<file path="src/rtl/row_fetch_server_if.sv">
// rtl/row_fetch_server_if.sv - request, pixel-memory and response channels of row_fetch_server
interface row_fetch_server_if #(
   parameter int PIX_W   = 8,
   parameter int ROW_PIX = 15,
   parameter int IDX_W   = 16,
   parameter int ADDR_W  = 20
);
   logic                     req_valid;
   logic                     req_ready;
   logic [IDX_W-1:0]         req_row;
   logic                     mem_rd_en;
   logic [ADDR_W-1:0]        mem_addr;
   logic [PIX_W-1:0]         mem_rd_data;
   logic                     row_valid;
   logic                     row_ready;
   logic [PIX_W*ROW_PIX-1:0] row_data;
   logic [IDX_W-1:0]         row_idx;
   logic                     row_err;
   logic                     busy;

   modport master (
      output req_valid, req_row, mem_rd_data, row_ready,
      input  req_ready, mem_rd_en, mem_addr, row_valid, row_data, row_idx, row_err, busy
   );

   modport slave (
      input  req_valid, req_row, mem_rd_data, row_ready,
      output req_ready, mem_rd_en, mem_addr, row_valid, row_data, row_idx, row_err, busy
   );
endinterface

</file>
<file path="src/rtl/row_fetch_server.sv">
// rtl/row_fetch_server.sv - fetches one 15-pixel row per request from byte memory and packs it MSB-first
// Optional one-entry row cache enabled by defining ROW_CACHE_EN.
module row_fetch_server #(
   parameter int PIX_W    = 8,
   parameter int ROW_PIX  = 15,
   parameter int IDX_W    = 16,
   parameter int ADDR_W   = 20,
   parameter int NUM_ROWS = 28800
) (
   input  logic              clk,
   input  logic              rst,
   row_fetch_server_if.slave bus
);
   localparam int                 ROW_W    = PIX_W * ROW_PIX;
   localparam logic [3:0]         K_LAST   = 4'(ROW_PIX - 1);
   localparam logic [IDX_W-1:0]   LAST_ROW = IDX_W'(NUM_ROWS - 1);

   typedef enum logic [1:0] {IDLE, READ, WAIT, OUT} state_t;

   state_t            state_q, state_d;
   logic [ADDR_W-1:0] base_q;
   logic [3:0]        k_q;
   logic [3:0]        rd_k_q;
   logic              rd_pending_q;
   logic [ROW_W-1:0]  pack_q;
   logic [IDX_W-1:0]  row_idx_q;
   logic              row_err_q;
   logic              in_range;
   logic              cache_hit;
   logic              accept;
   logic              handshake;
   logic              rd_en;
   logic              req_ready;
   logic [ADDR_W-1:0] row_base;

   assign in_range = (bus.req_row <= LAST_ROW);
   assign row_base = (ADDR_W'(bus.req_row) << 4) - ADDR_W'(bus.req_row);

   always_ff @(posedge clk or negedge rst) begin
      if (!rst) state_q <= IDLE;
      else      state_q <= state_d;
   end

   always_comb begin
      state_d   = state_q;
      req_ready = 1'b0;
      rd_en     = 1'b0;
      accept    = 1'b0;
      handshake = 1'b0;
      case (state_q)
         IDLE: begin
            req_ready = 1'b1;
            if (bus.req_valid) begin
               accept  = 1'b1;
               state_d = (!in_range || cache_hit) ? OUT : READ;
            end
         end
         READ: begin
            rd_en = 1'b1;
            if (k_q == K_LAST) state_d = WAIT;
         end
         WAIT: state_d = OUT;
         OUT: begin
            if (bus.row_ready) begin
               handshake = 1'b1;
               state_d   = IDLE;
            end
         end
         default: state_d = IDLE;
      endcase
   end

   // rd_pending/rd_k follow the strobe by one cycle so each byte lands in its slot on return.
   always_ff @(posedge clk or negedge rst) begin
      if (!rst) begin
         base_q       <= '0;
         k_q          <= '0;
         rd_k_q       <= '0;
         rd_pending_q <= 1'b0;
         pack_q       <= '0;
         row_idx_q    <= '0;
         row_err_q    <= 1'b0;
      end else begin
         rd_pending_q <= rd_en;
         rd_k_q       <= k_q;
         if (rd_pending_q) begin
            for (int i = 0; i < ROW_PIX; i++) begin
               if (rd_k_q == 4'(i)) pack_q[ROW_W-PIX_W*(i+1) +: PIX_W] <= bus.mem_rd_data;
            end
         end
         if (accept) begin
            base_q    <= row_base;
            k_q       <= '0;
            row_idx_q <= bus.req_row;
            row_err_q <= !in_range;
         end else begin
            if (rd_en) k_q <= k_q + 4'd1;
            if (handshake) row_err_q <= 1'b0;
         end
      end
   end

`ifdef ROW_CACHE_EN
   logic [IDX_W-1:0] cache_idx_q;
   logic             cache_vld_q;

   // pack_q doubles as the cached row: error rows only mask the output, never overwrite it.
   assign cache_hit = cache_vld_q && (bus.req_row == cache_idx_q);

   always_ff @(posedge clk or negedge rst) begin
      if (!rst) begin
         cache_vld_q <= 1'b0;
         cache_idx_q <= '0;
      end else if (handshake && !row_err_q) begin
         cache_vld_q <= 1'b1;
         cache_idx_q <= row_idx_q;
      end
   end
`else
   assign cache_hit = 1'b0;
`endif

   assign bus.req_ready = req_ready;
   assign bus.mem_rd_en = rd_en;
   assign bus.mem_addr  = rd_en ? (base_q + ADDR_W'(k_q)) : '0;
   assign bus.row_valid = (state_q == OUT);
   assign bus.row_data  = row_err_q ? '0 : pack_q;
   assign bus.row_idx   = row_idx_q;
   assign bus.row_err   = row_err_q;
   assign bus.busy      = (state_q != IDLE);
endmodule

</file>
<file path="src/flat_wrapper.sv">
// flat-port wrapper written by rule: the top's interface ports become plain ports
module row_fetch_server_flat 
#(
   parameter int PIX_W    = 8,
   parameter int ROW_PIX  = 15,
   parameter int IDX_W    = 16,
   parameter int ADDR_W   = 20,
   parameter int NUM_ROWS = 28800
)
  (clk, rst, bus_req_valid, bus_req_row, bus_mem_rd_data, bus_row_ready, bus_req_ready, bus_mem_rd_en, bus_mem_addr, bus_row_valid, bus_row_data, bus_row_idx, bus_row_err, bus_busy);
  row_fetch_server_if #(.PIX_W(PIX_W), .ROW_PIX(ROW_PIX), .IDX_W(IDX_W), .ADDR_W(ADDR_W)) bus_i ();
  input  logic clk;
  input  logic rst;
  input wire logic [$bits(bus_i.req_valid)-1:0] bus_req_valid;
  input wire logic [$bits(bus_i.req_row)-1:0] bus_req_row;
  input wire logic [$bits(bus_i.mem_rd_data)-1:0] bus_mem_rd_data;
  input wire logic [$bits(bus_i.row_ready)-1:0] bus_row_ready;
  output wire logic [$bits(bus_i.req_ready)-1:0] bus_req_ready;
  output wire logic [$bits(bus_i.mem_rd_en)-1:0] bus_mem_rd_en;
  output wire logic [$bits(bus_i.mem_addr)-1:0] bus_mem_addr;
  output wire logic [$bits(bus_i.row_valid)-1:0] bus_row_valid;
  output wire logic [$bits(bus_i.row_data)-1:0] bus_row_data;
  output wire logic [$bits(bus_i.row_idx)-1:0] bus_row_idx;
  output wire logic [$bits(bus_i.row_err)-1:0] bus_row_err;
  output wire logic [$bits(bus_i.busy)-1:0] bus_busy;
  assign bus_i.req_valid = bus_req_valid;
  assign bus_i.req_row = bus_req_row;
  assign bus_i.mem_rd_data = bus_mem_rd_data;
  assign bus_i.row_ready = bus_row_ready;
  assign bus_req_ready = bus_i.req_ready;
  assign bus_mem_rd_en = bus_i.mem_rd_en;
  assign bus_mem_addr = bus_i.mem_addr;
  assign bus_row_valid = bus_i.row_valid;
  assign bus_row_data = bus_i.row_data;
  assign bus_row_idx = bus_i.row_idx;
  assign bus_row_err = bus_i.row_err;
  assign bus_busy = bus_i.busy;
  row_fetch_server #(.PIX_W(PIX_W), .ROW_PIX(ROW_PIX), .IDX_W(IDX_W), .ADDR_W(ADDR_W), .NUM_ROWS(NUM_ROWS)) u_core (.clk(clk), .rst(rst), .bus(bus_i));
endmodule
</file>
<file path="config.mk">
export PLATFORM = sky130hd
export DESIGN_NAME = row_fetch_server_flat
export DESIGN_NICKNAME = d
export VERILOG_FILES = /design/src/rtl/row_fetch_server_if.sv /design/src/rtl/row_fetch_server.sv /design/src/flat_wrapper.sv
export SDC_FILE = /design/constraint.sdc
export NUM_CORES = 1
export LEC_CHECK = 0
export ABC_AREA = 1
export CELL_PAD_IN_SITES_DETAIL_PLACEMENT = 2
export CELL_PAD_IN_SITES_GLOBAL_PLACEMENT = 2
export CORE_UTILIZATION = 31
export DETAILED_ROUTE_END_ITERATION = 10
export PLACE_DENSITY_LB_ADDON = 0.1
export SYNTH_ARGS = -nofsm -noshare
export SYNTH_HDL_FRONTEND = slang
export SYNTH_SLANG_ARGS = --single-unit
export TNS_END_PERCENT = 100
</file>
<file path="constraint.sdc">
create_clock -name clk -period 3.45 [get_ports clk]
set_input_delay 0.69 -clock clk [delete_from_list [all_inputs] [get_ports clk]]
set_output_delay 0.69 -clock clk [all_outputs]
set_load 0.01 [all_outputs]
</file>
==> summary.txt <==
Root buf cell: clkbuf_16
Max Root-Sink Buffers: 2
Die area: 0.0291 mm²
Number of routed nets with antenna violations: 0
Clock Latency Late Sink: 0.44 ns
Post-synthesis sequential area ratio: 0.474
Drt wl/cell: 17.5 µm
R2R Setup Slk: 1.44 ns
Yosys Warn Count: 0
CTS tree: built
Critical path arrival: 2.62 ns
RSZ-0062 raised after global routing: no
Routed Wire Length: 31200 µm
Most frequent cells in the layout: nand2_1 (298), inv_1 (214), nor2_1 (200)
Vias in the first global route: 9163
Syn nets: 1275
Initial antenna violation count: 1
Fin crit share: 0.961
Rows: 61
Fin Hold WS: 0.280 ns
Layout Skew: 0.0170 ns
Final Instance Count excl. Fillers: 1785
Grt ovf: 0
Fin. max-slew vios: 0
Die W: 171 µm
Core region area: 0.0279 mm²
Setup crit end kind: primary output
Initial core utilization: 0.316
Via count: 8493
Final-layout fill cell count: 3242
Leak: 5.88 nW
Slew @ Worst Pin: 0.819 ns
H-tree lvl count: 4
Peak VDD IR: 0.250 mV
Setup violators final: 0
Drt initial violations: 346
CP max FO: 4
Final Hold Viols: 0
Synth top area cells: dfrtp_1 (47%), nand2_1 (13%), inv_1 (9.1%)
Netlist cell types: 28
Slew HR: 0.454
Top-area cell type share of the netlist area: 0.474
Pre-Repair DR Iteration Count: 4
Post-synth top area cell: dfrtp_1
# Max-Cap Violations: 0
Clock sinks: 167
Syn_area_per_cell: 7.20 µm²
Port Buf Inserts: 188
Dpl cells: 1753
Fin nets: 1446
Reg-to-Reg Start: u_core.state_q[1]$_DFFE_PN0P_
Layout Utilization: 0.419
Hold Path Class: input pin to async pin
IO Pins: 189
Share of cells above drive strength 1: 0.0441
CP Launch Type: flop
Vias per cell: 4.76
GR Util All Layers: 0.225
Synthesis-to-layout area growth: 32.5%
HPWL after detailed placement: 23300 µm
Cells after Synth: 1223
CTS Buf Count: 17
Setup tns final: 0 ns
# diodes: 0
Pin count of the biggest net entering global routing: 83
CP Data Required Time: 2.76 ns
RD Place Congestion: 0.820
Result of the run: complete, no violations
Worst R2R Path Depth: 7
Achievable Freq: 302 MHz
Most common cell after layout, fill and taps aside: nand2_1
Yosys reg bits: 167
Worst-path clk slew: 0.07 ns
Mapped Area: 0.00881 mm²
Critical R2R Capture: u_core.base_q[8]$_DFFE_PN0P_
Post-route minimum period: 3.31 ns
Setup bufs post-CTS: 0
First-pass GRT wire length: 50100 µm
Pwr per Cell Area: 947 mW/mm²
Die Y-Extent: 171 µm
Crit Path Category: flop to primary output
DR DRC count: 0
[routing by layer]
layer  part of all wire  track usage
met3              0.029       0.0305
met2               0.53        0.421
met1               0.43        0.263
met4              0.019       0.0658
met5            0.00032            0
[cells in the mapped netlist]
master,count
nand2_1,301
inv_1,214
nor2_1,201
dfrtp_1,167
o21ai_0,150
nand3_1,50
clkbuf_1,34
a21oi_1,28
ha_1,23
nor3_1,13
buf_2,11
nand4_1,9
xnor2_1,3
a211oi_1,2
nand3b_1,2
nor2_4,2
nor3_4,2
a22oi_1,1
a31oi_1,1
and3_1,1
buf_4,1
buf_6,1
fa_1,1
nand2_2,1
nor3_2,1
o21a_1,1
o221ai_1,1
xor2_1,1
[cell families (layout without fill, tap and decap cells)]
family | count (synthesis) | in the layout | share of synthesized area
compound gates | 184 | 184 | 0.106
xor+xnor | 4 | 4 | 0.00398
fa+ha+maj | 24 | 24 | 0.0349
buf+inv | 261 | 445 | 0.114
flops | 167 | 167 | 0.474
simple gates | 583 | 583 | 0.267
[how the worst max path moves through the flow]
stage | cells after the start | to | start
final | 9 | bus_mem_addr[12] | u_core.base_q[0]$_DFFE_PN0P_
after detailed placement | 9 | bus_mem_addr[12] | u_core.k_q[0]$_DFFE_PN0P_
after CTS | 9 | bus_mem_addr[11] | u_core.k_q[1]$_DFFE_PN0P_
after global routing | 10 | bus_mem_addr[19] | u_core.k_q[1]$_DFFE_PN0P_
after global placement | 9 | bus_mem_addr[12] | u_core.k_q[0]$_DFFE_PN0P_
after floorplan | 8 | bus_mem_addr[12] | u_core.k_q[0]$_DFFE_PN0P_
[state kept, by name, summed over array words and instances (netlist names)]
name                 flops
u_core.rd_pending_q      1
u_core.bus.row_err       1
u_core.state_q           2
u_core.base_q           20
u_core.k_q               4
u_core.bus.row_idx      15
u_core.pack_q          120
u_core.rd_k_q            4
[worst max-delay path, stage by stage (launching register included)]
cell and delay [ns]:
dfrtp_1 0.43, ha_2 0.23, fa_2 0.37, nand3_1 0.10, nand2_2 0.09, nand2_2 0.12, nor2_2 0.07, a21oi_1 0.12
o21a_1 0.13, clkdlybuf4s50_1 0.53
[what timing repair did]
action,4_1_cts,5_1_grt
hold buffers,0,0
endpoints found under the setup margin,4,11
gates resized for setup,4,12
pin swaps,0,1
[layout make-up]
class,count,area [µm²],area share
timing repair buffer,199,1970,0.169
clock buffer,18,429,0.0368
clock inverter,14,136,0.0117
multi-input combinational,795,3670,0.315
tap,378,473,0.0405
sequential,167,4190,0.358
inverter,214,803,0.0688
[metrics by stage]
step / instance area (µm²) / setup WS, ns / power, mW
after floorplan: 8810 / 1.13 / 6.18
after detailed placement: 11100 / 0.401 / 9.24
after global placement: 11100 / 0.489 / 8.98
final: 11700 / 0.136 / 11.1
after CTS: 11600 / 0.0202 / 11.2
after global routing: 11700 / 0.0165 / 11.9
[power breakdown]
group	switching (mW)	total [mW]	internal, mW
clock network	0.895	1.85	0.955
logic	2.85	5.47	2.62
registers	0.798	3.73	2.93
Power figures use the tool's default switching activity.
